===== src/rtl/risc_controller.sv =====
// risc_controller: instruction-sequencing controller for the 8-bit RISC core.
// Steps through an eight-phase cycle per instruction and decodes the 3-bit
// opcode into memory strobes and IR/AC/PC enables. A HLT instruction parks
// the controller in a sticky halted state that only reset clears.
//
// Ports:
//   clk      core clock, rising-edge
//   rst_     asynchronous active-low reset
//   opcode   IR[7:5], valid from OP_ADDR onward
//   zero     accumulator-equals-zero flag, sampled only in ALU_OP
//   mem_rd   memory read strobe
//   mem_wr   memory write strobe
//   load_ir  IR load enable
//   load_ac  AC load enable
//   inc_pc   PC increment enable
//   load_pc  PC load enable (jump)
//   halt     core halted indicator
//   phase    current phase (holds OP_ADDR while halted)
module risc_controller (
  input  logic       clk,
  input  logic       rst_,
  input  logic [2:0] opcode,
  input  logic       zero,
  output logic       mem_rd,
  output logic       mem_wr,
  output logic       load_ir,
  output logic       load_ac,
  output logic       inc_pc,
  output logic       load_pc,
  output logic       halt,
  output logic [2:0] phase
);

  typedef enum logic [2:0] {
    INST_ADDR  = 3'd0,
    INST_FETCH = 3'd1,
    INST_LOAD  = 3'd2,
    IDLE       = 3'd3,
    OP_ADDR    = 3'd4,
    OP_FETCH   = 3'd5,
    ALU_OP     = 3'd6,
    STORE      = 3'd7
  } phase_e;

  typedef enum logic [2:0] {
    OP_HLT = 3'd0,
    OP_SKZ = 3'd1,
    OP_ADD = 3'd2,
    OP_AND = 3'd3,
    OP_XOR = 3'd4,
    OP_LDA = 3'd5,
    OP_STO = 3'd6,
    OP_JMP = 3'd7
  } op_e;

  phase_e phase_q, phase_d;
  logic   halted_q, halted_d;
  op_e    op;
  logic   aluop;

  assign op    = op_e'(opcode);
  assign aluop = (op == OP_ADD) || (op == OP_AND) || (op == OP_XOR) || (op == OP_LDA);
  assign phase = phase_q;

  // State register
  always_ff @(posedge clk or negedge rst_) begin
    if (!rst_) begin
      phase_q  <= INST_ADDR;
      halted_q <= 1'b0;
    end else begin
      phase_q  <= phase_d;
      halted_q <= halted_d;
    end
  end

  // Next-state: the halted state is a separate flag; phase_q is frozen at
  // OP_ADDR so the phase output reads 4 for as long as the core is halted.
  always_comb begin
    phase_d  = phase_q;
    halted_d = halted_q;
    if (!halted_q) begin
      unique case (phase_q)
        INST_ADDR:  phase_d = INST_FETCH;
        INST_FETCH: phase_d = INST_LOAD;
        INST_LOAD:  phase_d = IDLE;
        IDLE:       phase_d = OP_ADDR;
        OP_ADDR: begin
          if (op == OP_HLT) halted_d = 1'b1;
          else              phase_d  = OP_FETCH;
        end
        OP_FETCH:   phase_d = ALU_OP;
        ALU_OP:     phase_d = STORE;
        STORE:      phase_d = INST_ADDR;
        default:    phase_d = INST_ADDR;
      endcase
    end
  end

  // Output decode
  always_comb begin
    mem_rd  = 1'b0;
    mem_wr  = 1'b0;
    load_ir = 1'b0;
    load_ac = 1'b0;
    inc_pc  = 1'b0;
    load_pc = 1'b0;
    halt    = 1'b0;
    if (halted_q) begin
      halt = 1'b1;
    end else begin
      unique case (phase_q)
        INST_ADDR: ;
        INST_FETCH: mem_rd = 1'b1;
        INST_LOAD, IDLE: begin
          mem_rd  = 1'b1;
          load_ir = 1'b1;
        end
        OP_ADDR: begin
          inc_pc = 1'b1;
          halt   = (op == OP_HLT);
        end
        OP_FETCH: mem_rd = aluop;
        ALU_OP: begin
          mem_rd  = aluop;
          load_ac = aluop;
          inc_pc  = (op == OP_SKZ) && zero;
          load_pc = (op == OP_JMP);
        end
        STORE: begin
          mem_rd  = aluop;
          load_ac = aluop;
          inc_pc  = (op == OP_JMP);
          load_pc = (op == OP_JMP);
          mem_wr  = (op == OP_STO);
        end
        default: ;
      endcase
    end
  end

  // The memory drops writes while read is high, so both must never coincide.
  rd_wr_exclusive: assert property (@(posedge clk) disable iff (!rst_) !(mem_rd && mem_wr));

endmodule


===== config.mk =====
export PLATFORM = sky130hd
export DESIGN_NAME = risc_controller
export DESIGN_NICKNAME = d
export VERILOG_FILES = /design/src/rtl/risc_controller.sv
export SDC_FILE = /design/constraint.sdc
export NUM_CORES = 1
export LEC_CHECK = 0
export CORE_AREA = 2 2 39 41
export CTS_BUF_LIST = sky130_fd_sc_hd__clkbuf_8
export DETAILED_ROUTE_END_ITERATION = 10
export DIE_AREA = 0 0 41 43
export PLACE_DENSITY = 0.59
export SKIP_LAST_GASP = 1
export SLEW_MARGIN = 25
export SYNTH_ARGS = -nofsm -noshare
export SYNTH_HDL_FRONTEND = slang
export SYNTH_SLANG_ARGS = --single-unit

===== constraint.sdc =====
create_clock -name clk -period 2.62 [get_ports clk]
set_input_delay 0.524 -clock clk [delete_from_list [all_inputs] [get_ports clk]]
set_output_delay 0.524 -clock clk [all_outputs]
set_load 0.02 [all_outputs]

==> results of run 1 <==
==> final cells by class <==
cell class | count | area share (%)
timing repair buffer | 16 | 33.7
sequential | 4 | 20.9
multi-input combinational | 22 | 31.9
tap | 16 | 4.18
inverter | 1 | 0.783
clock buffer | 3 | 8.62
==> final timing paths <==
check | slack [ns] | to | depth (start not counted)
min in group clk | 0.60 | phase[2]$_DFFE_PN0P_ | 1
max reg2reg | 1.43 | phase[0]$_DFFE_PN0P_ | 3
min | 0.51 | halted_q$_DFF_PN0_ | 1
max | 0.08 | load_ac | 5
min reg2reg | 0.60 | phase[2]$_DFFE_PN0P_ | 1
max in group asynchronous | 1.95 | phase[1]$_DFFE_PN0P_ | 1
==> logic make-up after synthesis <==
| kind of cell | count (synthesis) |
|---|---|
| flip-flops | 4 |
| AO/OA/AOI/OAI | 5 |
| XOR/XNOR | 3 |
| buffers and inverters | 1 |
| multiplexers | 1 |
| AND/OR/NAND/NOR | 13 |
==> layer usage <==
layer  global-route usage [%]  wire (um)  vias to the layer above  share of wire, %
met2                     12.5        318                        7                53
met3                     1.57         38                        0               6.3
met4                     6.00          0                        0                 0
met5                        0          0                        -                 0
li1                         -          -                      136                 -
met1                     9.77        242                      120                40
==> flip-flops by register name (all words and copies together) (netlist names) <==
signal,flops
halted_q,1
phase,3
==> power breakdown <==
| group | leakage [nW] | switching, W | internal [W] |
|---|---|---|---|
| Sequential | 0.0462 | 0.0000560 | 0.0000958 |
| Combinational | 0.141 | 0.000140 | 0.000155 |
| Clock | 0.0216 | 0.0000284 | 0.0000976 |
==> placed cells by master (no fill, tap or decap) <==
cell	count
a211oi_1	1
a21o_2	1
a21oi_1	1
a22o_1	1
buf_4	1
clkbuf_8	3
clkdlybuf4s50_1	12
dfrtp_1	4
dlygate4sd2_1	1
dlymetal6s2s_1	2
inv_1	1
mux2_2	1
nand2_1	2
nand3_1	1
nand3b_1	1
nand4b_1	1
nor2_1	4
nor2b_1	1
nor3_1	1
nor3b_1	1
nor4b_2	1
o31ai_1	1
xnor2_1	3
==> what timing repair did <==
item,in CTS,in global routing
endpoints found under the setup margin,1,2
hold buffers,0,0
hold endpoints to repair,0,0
gates resized for setup,1,2
cloned,0,0
==> stage by stage <==
stage / power [W] / std cells / cell area (um2) / TNS, ns
6_report: 0.000573 / 62 / 479 / 0
5_1_grt: 0.000616 / 62 / 479 / 0
4_1_cts: 0.000589 / 62 / 474 / 0
3_5_place_dp: 0.000463 / 59 / 434 / -0.0400
3_3_place_gp: 0.000459 / 59 / 434 / -0.0642
2_1_floorplan: 0.000315 / 27 / 256 / 0
==> flow_summary.yaml, run 1 <==
outcome:
  status: "finished, final reports clean"
floorplan:
  start_util_pct: 18.5
  die_h_um: 43
  rows: 14
  die-area_um2: 1760
  io-pin-count: 16
  dieWidth_um: 41
  coreArea_um2: 1380
worst_setup_path:
  critPathMaxFanout: 5
  timing.rr.start: "phase[2]$_DFFE_PN0P_"
  crit_family: "buffers and inverters"
  critPathSlowestCell: "clkdlybuf4s50_1"
  critPathLaunch: "opcode[1]"
  cp-start-kind: "primary input"
  max_stage_delay_ns: 0.60
  end_kind: "output pin"
  path_cells: "clkdlybuf4s50_1 > xnor2_1 > buf_4 > nor2_1 > clkdlybuf4s50_1"
  critPathArrivalTime_ns: 2.02
  crit_required_ns: 2.10
  critPathMostFrequentCell: "clkdlybuf4s50_1"
  path_class: "primary input to output pin"
  critPathBufInv: 3
clock_tree:
  cts.path.max_buffers: 2
  cts_setup_buffers: 0
  clock_latency_ns: 0.21
  root_buffer: "clkbuf_8"
  htreeDepth: 1
  clk_pin_slew_ns: 0.03
  numCtsBuffers: 3
  clock-sinks: 4
  cts_tree: "done"
synth:
  synth_top_cells_by_area: "dfrtp_1 (39%), xnor2_1 (10%), nor2_1 (5.9%), nor4b_2 (5.9%), mux2_2 (4.4%)"
  synth_xor_area_share_pct: 10.2
  synth-main-ff-cell: "dfrtp_1"
  ys_warn_count: 0
  netlist.area_leader.share_pct: 39.0
  synth_top_area_cell: "dfrtp_1"
  seq_area_frac_synth_pct: 39.0
  syn_nets: 33
  synth-simple-area-share_pct: 30.2
  synth-seq-cells: 4
  synth_enable_flop_cells: 0
  synth_mux_area_share_pct: 4.39
  post_synth.cell_area_avg_um2: 9.50
  synth_compound_area_share_pct: 14.6
  synthArstFlopShare_pct: 100
  synth_fa_ha_area_share_pct: 0
  syn_area_um2: 256
  ys_top_cells_by_count: "dfrtp_1 (4), nor2_1 (4), xnor2_1 (3)"
  syn_inst: 27
  ys_types: 18
  synth_top_family_by_area: "simple AND/OR/NAND/NOR gates"
final_layout:
  finish.utilization_pct: 34.6
  area_growth_pct: 86.8
  nets: 54
  multi_input_area_um2: 153
  drive_gt1_share_pct: 15.2
  regArea_um2: 100
  fill_cells: 156
  insertedDiodeCount: 0
sta:
  fin_worst_hold_slack_ns: 0.511
  slew_violations: 0
  setup_ws_ns: 0.0758
  rsz0062_at_grt: "false"
  slew-limit-headroom_pct: 83.8
  fin_skew_ns: 0.000762
  tightestPinTransition_ns: 0.243
  setup_violations: 0
  finalCritPeriodShare_pct: 97.1
  hold_viol: 0
  fmax_mhz: 393
  min_period_ns: 2.54
global_route:
  gr-total-overflow: 0
  grt_pass1_wl_um: 986
  grt_max_degree: 9
  grt_pass1_vias: 272
  antenna_found_initial: 0
  track_usage_pct: 8.27
power_and_ir_drop:
  power_leakage_nw: 0.209
  power.density_nw_per_um2: 1200
  irDropWorstVdd_uv: 404
detailed_routing:
  drc: 0
  wirelength_um: 599
  viasPerCell: 4.24
  drtPass1Iterations: 1
  wl_per_cell_um: 9.66
  drtAntennaViolNets: 0
  drtIter0Drc: 0
  vias: 263
placed_design:
  port_buffers: 15
  dp_slack_ns: -0.0400
  gp_congestion: 0.710
run:
  drv_cap: 0
min_path:
  min_path_type: "primary input to asynchronous set/reset pin"
Power figures use the tool's default switching activity.
==> inputs of run 2 (changes only) <==
--- a/config.mk
+++ b/config.mk
@@ -7,6 +7,7 @@
 export LEC_CHECK = 0
 export CORE_AREA = 2 2 39 41
 export CTS_BUF_LIST = sky130_fd_sc_hd__clkbuf_8
+export CTS_CLUSTER_SIZE = 10
 export DETAILED_ROUTE_END_ITERATION = 10
 export DIE_AREA = 0 0 41 43
 export PLACE_DENSITY = 0.59
==> results of run 2 <==
No change in the layout: final DEF, timing and power equal those of run 1.
==> inputs of run 3 (changes only) <==
--- a/config.mk
+++ b/config.mk
@@ -5,12 +5,14 @@
 export SDC_FILE = /design/constraint.sdc
 export NUM_CORES = 1
 export LEC_CHECK = 0
+export CELL_PAD_IN_SITES_DETAIL_PLACEMENT = 0
+export CELL_PAD_IN_SITES_GLOBAL_PLACEMENT = 2
 export CORE_AREA = 2 2 39 41
 export CTS_BUF_LIST = sky130_fd_sc_hd__clkbuf_8
 export CTS_CLUSTER_SIZE = 10
 export DETAILED_ROUTE_END_ITERATION = 10
 export DIE_AREA = 0 0 41 43
-export PLACE_DENSITY = 0.59
+export PLACE_DENSITY = 0.89
 export SKIP_LAST_GASP = 1
 export SLEW_MARGIN = 25
 export SYNTH_ARGS = -nofsm -noshare
==> flow_summary.yaml, run 3 (synthesized netlist as in run 1, its figures left out) <==
final_layout:
  multi_input_area_um2: 153
  insertedDiodeCount: 0
  largest_reg_flops: 3
  final_cell_mix: "clkdlybuf4s50_1 (11), nor2_1 (4), dfrtp_1 (4)"
  fin_area_um2: 478
  layout.cells.most_common: "clkdlybuf4s50_1"
  regArea_um2: 100
  fill_cells: 150
  drive_gt1_share_pct: 15.2
  nets: 54
  area_growth_pct: 86.3
global_route:
  grt_max_degree: 9
  busiest_layer: "met1"
  gr-total-overflow: 0
  met2_usage_pct: 10.9
  track_usage_pct: 9.98
  antenna_found_initial: 0
  grt_pass1_wl_um: 1070
  met3_usage_pct: 6.28
  met1_usage_pct: 13.0
  grt_pass1_vias: 241
clock_tree:
  cts_setup_buffers: 0
  postCtsResizedCells: 2
  cts_tree: "done"
  hold_buffers: 0
  root_buffer: "clkbuf_8"
  clock_latency_ns: 0.22
  clk_pin_slew_ns: 0.03
  cts.path.max_buffers: 2
  htreeDepth: 1
  clock-sinks: 4
  numCtsBuffers: 3
sta:
  slew_violations: 0
  slew-limit-headroom_pct: 82.3
  tightestPinTransition_ns: 0.265
  hold_viol: 0
  finalCritPeriodShare_pct: 93.5
  rsz0062_at_grt: "false"
  min_period_ns: 2.45
  fin_skew_ns: 0.00248
  fmax_mhz: 408
  setup_violations: 0
run:
  drv_cap: 0
power_and_ir_drop:
  irDropWorstVdd_uv: 630
  power.density_nw_per_um2: 1190
  power_leakage_nw: 0.217
  p_total_w: 0.000569
worst_setup_path:
  ff2ff_path_depth: 3
  critPathSlowestCell: "clkdlybuf4s50_1"
  critPathBufInv: 2
  critPathMaxFanout: 5
  path_class: "primary input to output pin"
  r2r-end: "phase[0]$_DFFE_PN0P_"
  max_stage_delay_ns: 0.60
  timing.rr.start: "phase[2]$_DFFE_PN0P_"
  crit_required_ns: 2.10
  end_kind: "output pin"
  ff2ff_setup_slack_ns: 1.39
  path_cells: "clkdlybuf4s50_1 > xnor2_1 > nor2_1 > clkdlybuf4s50_1"
  critPathMostFrequentCell: "clkdlybuf4s50_1"
  critPathArrivalTime_ns: 1.92
  crit_family: "buffers and inverters"
  cp-start-kind: "primary input"
floorplan:
  io-pin-count: 16
  coreArea_um2: 1380
  rows: 14
  start_util_pct: 18.5
  dieWidth_um: 41
  die_h_um: 43
  die-area_um2: 1760
detailed_routing:
  drtAntennaViolNets: 0
  wl_per_cell_um: 10.4
  drtIter0Drc: 0
  drc: 0
  vias: 264
  viasPerCell: 4.26
  drtPass1Iterations: 1
  wirelength_um: 643
min_path:
  min_path_type: "primary input to asynchronous set/reset pin"
placed_design:
  gp_congestion: 0.658
  dpl.hpwl_um: 475
  placed_area_um2: 434
  port_buffers: 15
outcome:
  status: "finished, final reports clean"
[run 3: changes by cell type in the layout (fill, tap and decap cells not counted), sizes merged]
cell,change
dlygate4sd2,+1
clkdlybuf4s50,-1
[run 3: worst max-delay path by stage]
stage,startpoint,to,slack [ns],depth (start not counted)
2_1_floorplan,phase[2]$_DFFE_PN0P_,inc_pc,0.75,3
3_3_place_gp,opcode[1],halt,-0.07,4
3_5_place_dp,opcode[1],halt,-0.07,4
4_1_cts,opcode[1],inc_pc,0.004,5
5_1_grt,opcode[1],mem_wr,0.09,4
6_report,opcode[1],load_ac,0.17,4
[run 3: per-layer routing]
layer  vias up  routed length [um]  part of all wire (%)
met5         -                   0                     0
met3         0                  40                   6.2
li1        137                   -                     -
met2        11                 276                    43
met4         0                   0                     0
met1       116                 326                    51
[run 3: stage by stage]
stage	setup TNS, ns	std cells	hold slack [ns]	setup slack (ns)	utilization [%]
after floorplan	0	27	0.228	0.755	-
after CTS	0	62	0.517	0.00422	34.2
after global placement	-0.0920	59	0.589	-0.0738	31.4
final	0	62	0.522	0.171	34.5
after detailed placement	-0.0682	59	0.591	-0.0664	31.4
after global routing	0	62	0.519	0.0878	34.5
[run 3: power breakdown]
part           total (W)  switching, W  internal, W  leakage (nW)
registers       0.000156     0.0000600    0.0000957        0.0462
logic           0.000286      0.000137     0.000149         0.149
clock network   0.000127     0.0000298    0.0000977        0.0216
total           0.000569      0.000227     0.000343         0.217
[run 3: cell type report]
| class | count | share of cell area, % |
|---|---|---|
| Multi-Input combinational cell | 22 | 31.9 |
| Timing Repair Buffer | 16 | 33.5 |
| Sequential cell | 4 | 20.9 |
| Inverter | 1 | 0.785 |
| Tap cell | 16 | 4.19 |
| Clock buffer | 3 | 8.64 |
==> RTL edit 1, RTL diff (settings of run 3) <==
Add an input register stage for `opcode` and `zero`, without a reset; this delays them by one clock.
--- a/src/rtl/risc_controller.sv
+++ b/src/rtl/risc_controller.sv
@@ -54,4 +54,12 @@
   } op_e;
 
+  logic [2:0] opcode_q;
+  logic zero_q;
+
+  always_ff @(posedge clk) begin
+    opcode_q <= opcode;
+    zero_q   <= zero;
+  end
+
   phase_e phase_q, phase_d;
   logic   halted_q, halted_d;
@@ -59,5 +67,5 @@
   logic   aluop;
 
-  assign op    = op_e'(opcode);
+  assign op    = op_e'(opcode_q);
   assign aluop = (op == OP_ADD) || (op == OP_AND) || (op == OP_XOR) || (op == OP_LDA);
   assign phase = phase_q;
@@ -124,5 +132,5 @@
           mem_rd  = aluop;
           load_ac = aluop;
-          inc_pc  = (op == OP_SKZ) && zero;
+          inc_pc  = (op == OP_SKZ) && zero_q;
           load_pc = (op == OP_JMP);
         end
Formal check against the unedited RTL: not equivalent (Yosys sat finds a counterexample within 10 cycles, from zero or initial values and one cycle with rst_ low).
==> RTL edit 1 against run 3 <==
  * Wire length up 6.8%
  * Register-to-register slack better by 0.11 ns
  * Setup slack better by 0.19 ns
  * Sequential cell count up 4
  * Critical path type is now flop to output port
  * Largest power group unchanged
  * Sequential share of layout area up 11 points
  * Power up 18%
  * Hold slack worse by 0.024 ns
  * Synthesized area up 38%
  * Final area up 19%
==> RTL edit 1: results (changes against run 3) <==
[synthesis]
yosys_most_used_dff = dfxtp_1
synth_top_cells_by_area = dfrtp_1 (28%), dfxtp_1 (23%), xnor2_1 (7.4%), nor4b_4 (6.7%), nor2_1 (5.3%)
synth-compound-area-share_pct = 11.31  ; -3.3 points
synth.mux.area_fraction_pct = 0  ; -4.4 points
seq_area_frac_synth_pct = 50.88  ; +12 points
synth_xor_area_share_pct = 7.420  ; -2.8 points
async_flop_share_pct = 50.00  ; -50 points
synthTopCellsByCount = nor2_1 (5), dfrtp_1 (4), dfxtp_1 (4), xnor2_1 (3)
yosysUniqueCellTypes = 16  ; -2
synthesis.nets = 39  ; +18%

[power_and_ir_drop]
leakagePower_nw = 0.2236  ; +3.0%
max-vdd-ir-drop_mv = 0.5606  ; -11%
power.share.switching_pct = 37.07  ; -2.7 points

[placed_design]
gp_weighted_congestion = 0.7001  ; +6.3%
number_of_placed_cells_counting_well_taps = 64  ; +8.5%

[final_layout]
final_layout_size_suffix_gt1_share_pct = 9.615  ; -5.6 points
filler_cell_count = 137  ; -8.7%
nNetsFinal = 59  ; +9.3%

[detailed_routing]
drt-vias-per-instance = 4.441  ; +4.3%

[timing]
post-route-worst-setup-slack_ns = 0.3636  ; +0.1923 ns
fin_worst_skew_ns = 0.003249  ; +0.0007731 ns

[setup_path]
critical_path_peak_fanout = 8  ; +3

[global_route]
global_route_wire_length_before_repair_um = 1104  ; +3.3%

[clock_network]
cts_resized = 0  ; -2

[outcome]
status = finished clean

==> RTL edit 1: layout make-up <==
class / instances / area, um^2 / share of cell area (%)
Clock buffer: 3 / 41.29 / 7.253
Clock inverter: 1 / 3.754 / 0.6593
Inverter: 1 / 3.754 / 0.6593
Multi-Input combinational cell: 24 / 170.2 / 29.89
Sequential cell: 8 / 180.2 / 31.65
Tap cell: 16 / 20.02 / 3.516
Timing Repair Buffer: 15 / 150.1 / 26.37
==> RTL edit 1: metrics by stage <==
step / cell area, um^2 / total power, mW / hold WS (ns)
final: 569.3 / 0.6697 / 0.4981
after floorplan: 354.1 / 0.3868 / 0.2284
after CTS: 569.3 / 0.6776 / 0.5026
after detailed placement: 524.3 / 0.5253 / 0.6110
after global placement: 524.3 / 0.5277 / 0.5984
after global routing: 569.3 / 0.7186 / 0.5112
==> RTL edit 1: power by group through the flow <==
| stage | clock network (mW) | registers [mW] | logic, mW |
|---|---|---|---|
| 6_report | 0.147 | 0.223 | 0.299 |
| 5_1_grt | 0.160 | 0.234 | 0.325 |
| 4_1_cts | 0.153 | 0.223 | 0.302 |
| 3_5_place_dp | 0 | 0.225 | 0.300 |
| 3_3_place_gp | 0 | 0.224 | 0.303 |
| 2_1_floorplan | 0 | 0.241 | 0.146 |
==> RTL edit 1: per-layer routing <==
metal	wire [um]	track usage (%)	vias up
met5	0	0	-
met4	10	8.000	0
met3	58	4.712	2
met2	281	10.63	11
met1	337	13.86	134
li1	-	-	155
==> RTL edit 1: final timing paths <==
kind | start | depth (start not counted) | end
max | phase[2] | 3 | halt
min | rst_ | 1 | phase[2]
max reg2reg | phase[2] | 3 | phase[0]
min reg2reg | phase[2] | 1 | phase[2]
max in group asynchronous | rst_ | 1 | phase[0]
min in group clk | phase[2] | 1 | phase[2]
==> RTL edit 2, RTL diff (flow settings as in run 3) <==
Without the edit above. Register the output `mem_wr`, with the module's reset; this adds one clock of latency there. The other outputs are not delayed to match.
--- a/src/rtl/risc_controller.sv
+++ b/src/rtl/risc_controller.sv
@@ -54,4 +54,6 @@
   } op_e;
 
+  logic mem_wr_d;
+
   phase_e phase_q, phase_d;
   logic   halted_q, halted_d;
@@ -100,5 +102,5 @@
   always_comb begin
     mem_rd  = 1'b0;
-    mem_wr  = 1'b0;
+    mem_wr_d = 1'b0;
     load_ir = 1'b0;
     load_ac = 1'b0;
@@ -132,5 +134,5 @@
           inc_pc  = (op == OP_JMP);
           load_pc = (op == OP_JMP);
-          mem_wr  = (op == OP_STO);
+          mem_wr_d = (op == OP_STO);
         end
         default: ;
@@ -140,5 +142,13 @@
 
   // The memory drops writes while read is high, so both must never coincide.
-  rd_wr_exclusive: assert property (@(posedge clk) disable iff (!rst_) !(mem_rd && mem_wr));
+  rd_wr_exclusive: assert property (@(posedge clk) disable iff (!rst_) !(mem_rd && mem_wr_d));
+
+  always_ff @(posedge clk or negedge rst_) begin
+    if (!rst_) begin
+      mem_wr <= '0;
+    end else begin
+      mem_wr <= mem_wr_d;
+    end
+  end
 
 endmodule
Function: changed (Yosys sat finds a counterexample within 10 cycles, from zero or initial values and one cycle with rst_ low).
==> RTL edit 2 against run 3 <==
  * Global-route usage shrank 0.38 points
  * Sequential cell count grew 1
  * Fmax shrank 1.2%
  * Power grew 3.8%
  * Wire length grew 1.7%
  * Clock power grew 7%
  * Synthesized area grew 17%
  * Final area grew 9.4%
  * Core utilization grew 3.3 points
  * Setup slack lost 0.029 ns
==> RTL edit 2: results (changes against run 3) <==
[detailed_routing]
wl_met1_um = 277  ; -15%
drt-initial-drc-count = 1  ; +1
route.final.wire_length_um = 654  ; +1.7%
drtPass1Iterations = 2  ; +1
route.vias.total = 283  ; +7.2%
met2_length_um = 348  ; +26%

[setup_path]
critical_path.startpoint = opcode[0]
timing.reg2reg.setup_slack_ns = 1.51  ; +0.12 ns
worstSetupEndpoint = load_pc
critical_path_peak_fanout = 4  ; -1

[synthesis]
syn_inst = 30  ; +11%
synth_top_cells_by_area = dfrtp_1 (42%), xnor2_1 (8.8%), nor4b_4 (7.9%), nor2_1 (6.3%), a211oi_1 (5.0%)
synthTopCellsByCount = dfrtp_1 (5), nor2_1 (5), xnor2_1 (3)
yosysUniqueCellTypes = 15  ; -3

[placed_design]
detailedPlacementHpwl_um = 513.4  ; +8.1%
gp_weighted_congestion = 0.7193  ; +9.3%

[final_layout]
final_layout_size_suffix_gt1_share_pct = 12.00  ; -3.2 points
nNetsFinal = 57  ; +5.6%

[outcome]
status = finished clean

[timing]
tightest_slew_ns = 0.2644  ; -0.0004876 ns
fin_worst_skew_ns = 0.001834  ; -0.0006420 ns

[clock_network]
cts_resized = 3  ; +1

[global_route]
grtUsageMet3_pct = 1.571  ; -4.7 points
globalRouteMet1Util_pct = 12.13  ; -0.90 points

[power_and_ir_drop]
leakagePower_nw = 0.2344  ; +8.0%
max-vdd-ir-drop_mv = 0.2732  ; -57%

RTL edit 2: power breakdown:
group | total [mW] | internal [mW] | switching, mW
logic | 0.282 | 0.145 | 0.137
registers | 0.173 | 0.111 | 0.0622
clock network | 0.136 | 0.100 | 0.0357
RTL edit 2: area by class of cell:
type	instances	share of cell area [%]
flip-flops and latches	5	23.92
repair buffers	16	30.38
inverters	1	0.7177
multi-input cells	24	32.54
clock buffers	3	7.895
well taps	16	3.828
clock inverters	1	0.7177
RTL edit 2: cells by family (layout without fill, tap and decap cells):
group	after synthesis	count (layout)	share of synthesized area (%)
buffers and inverters	1	21	1.254
and+or+nand+nor	15	15	34.73
xor gates and xnor gates	3	3	8.788
DFF	5	5	41.84
AOI/OAI and AO/OA	6	6	13.39
RTL edit 2: critical path, delay by kind of cell:
family	cells	cell delay, ns
and+or+nand+nor	2	0.26
buffers and inverters	2	1.17
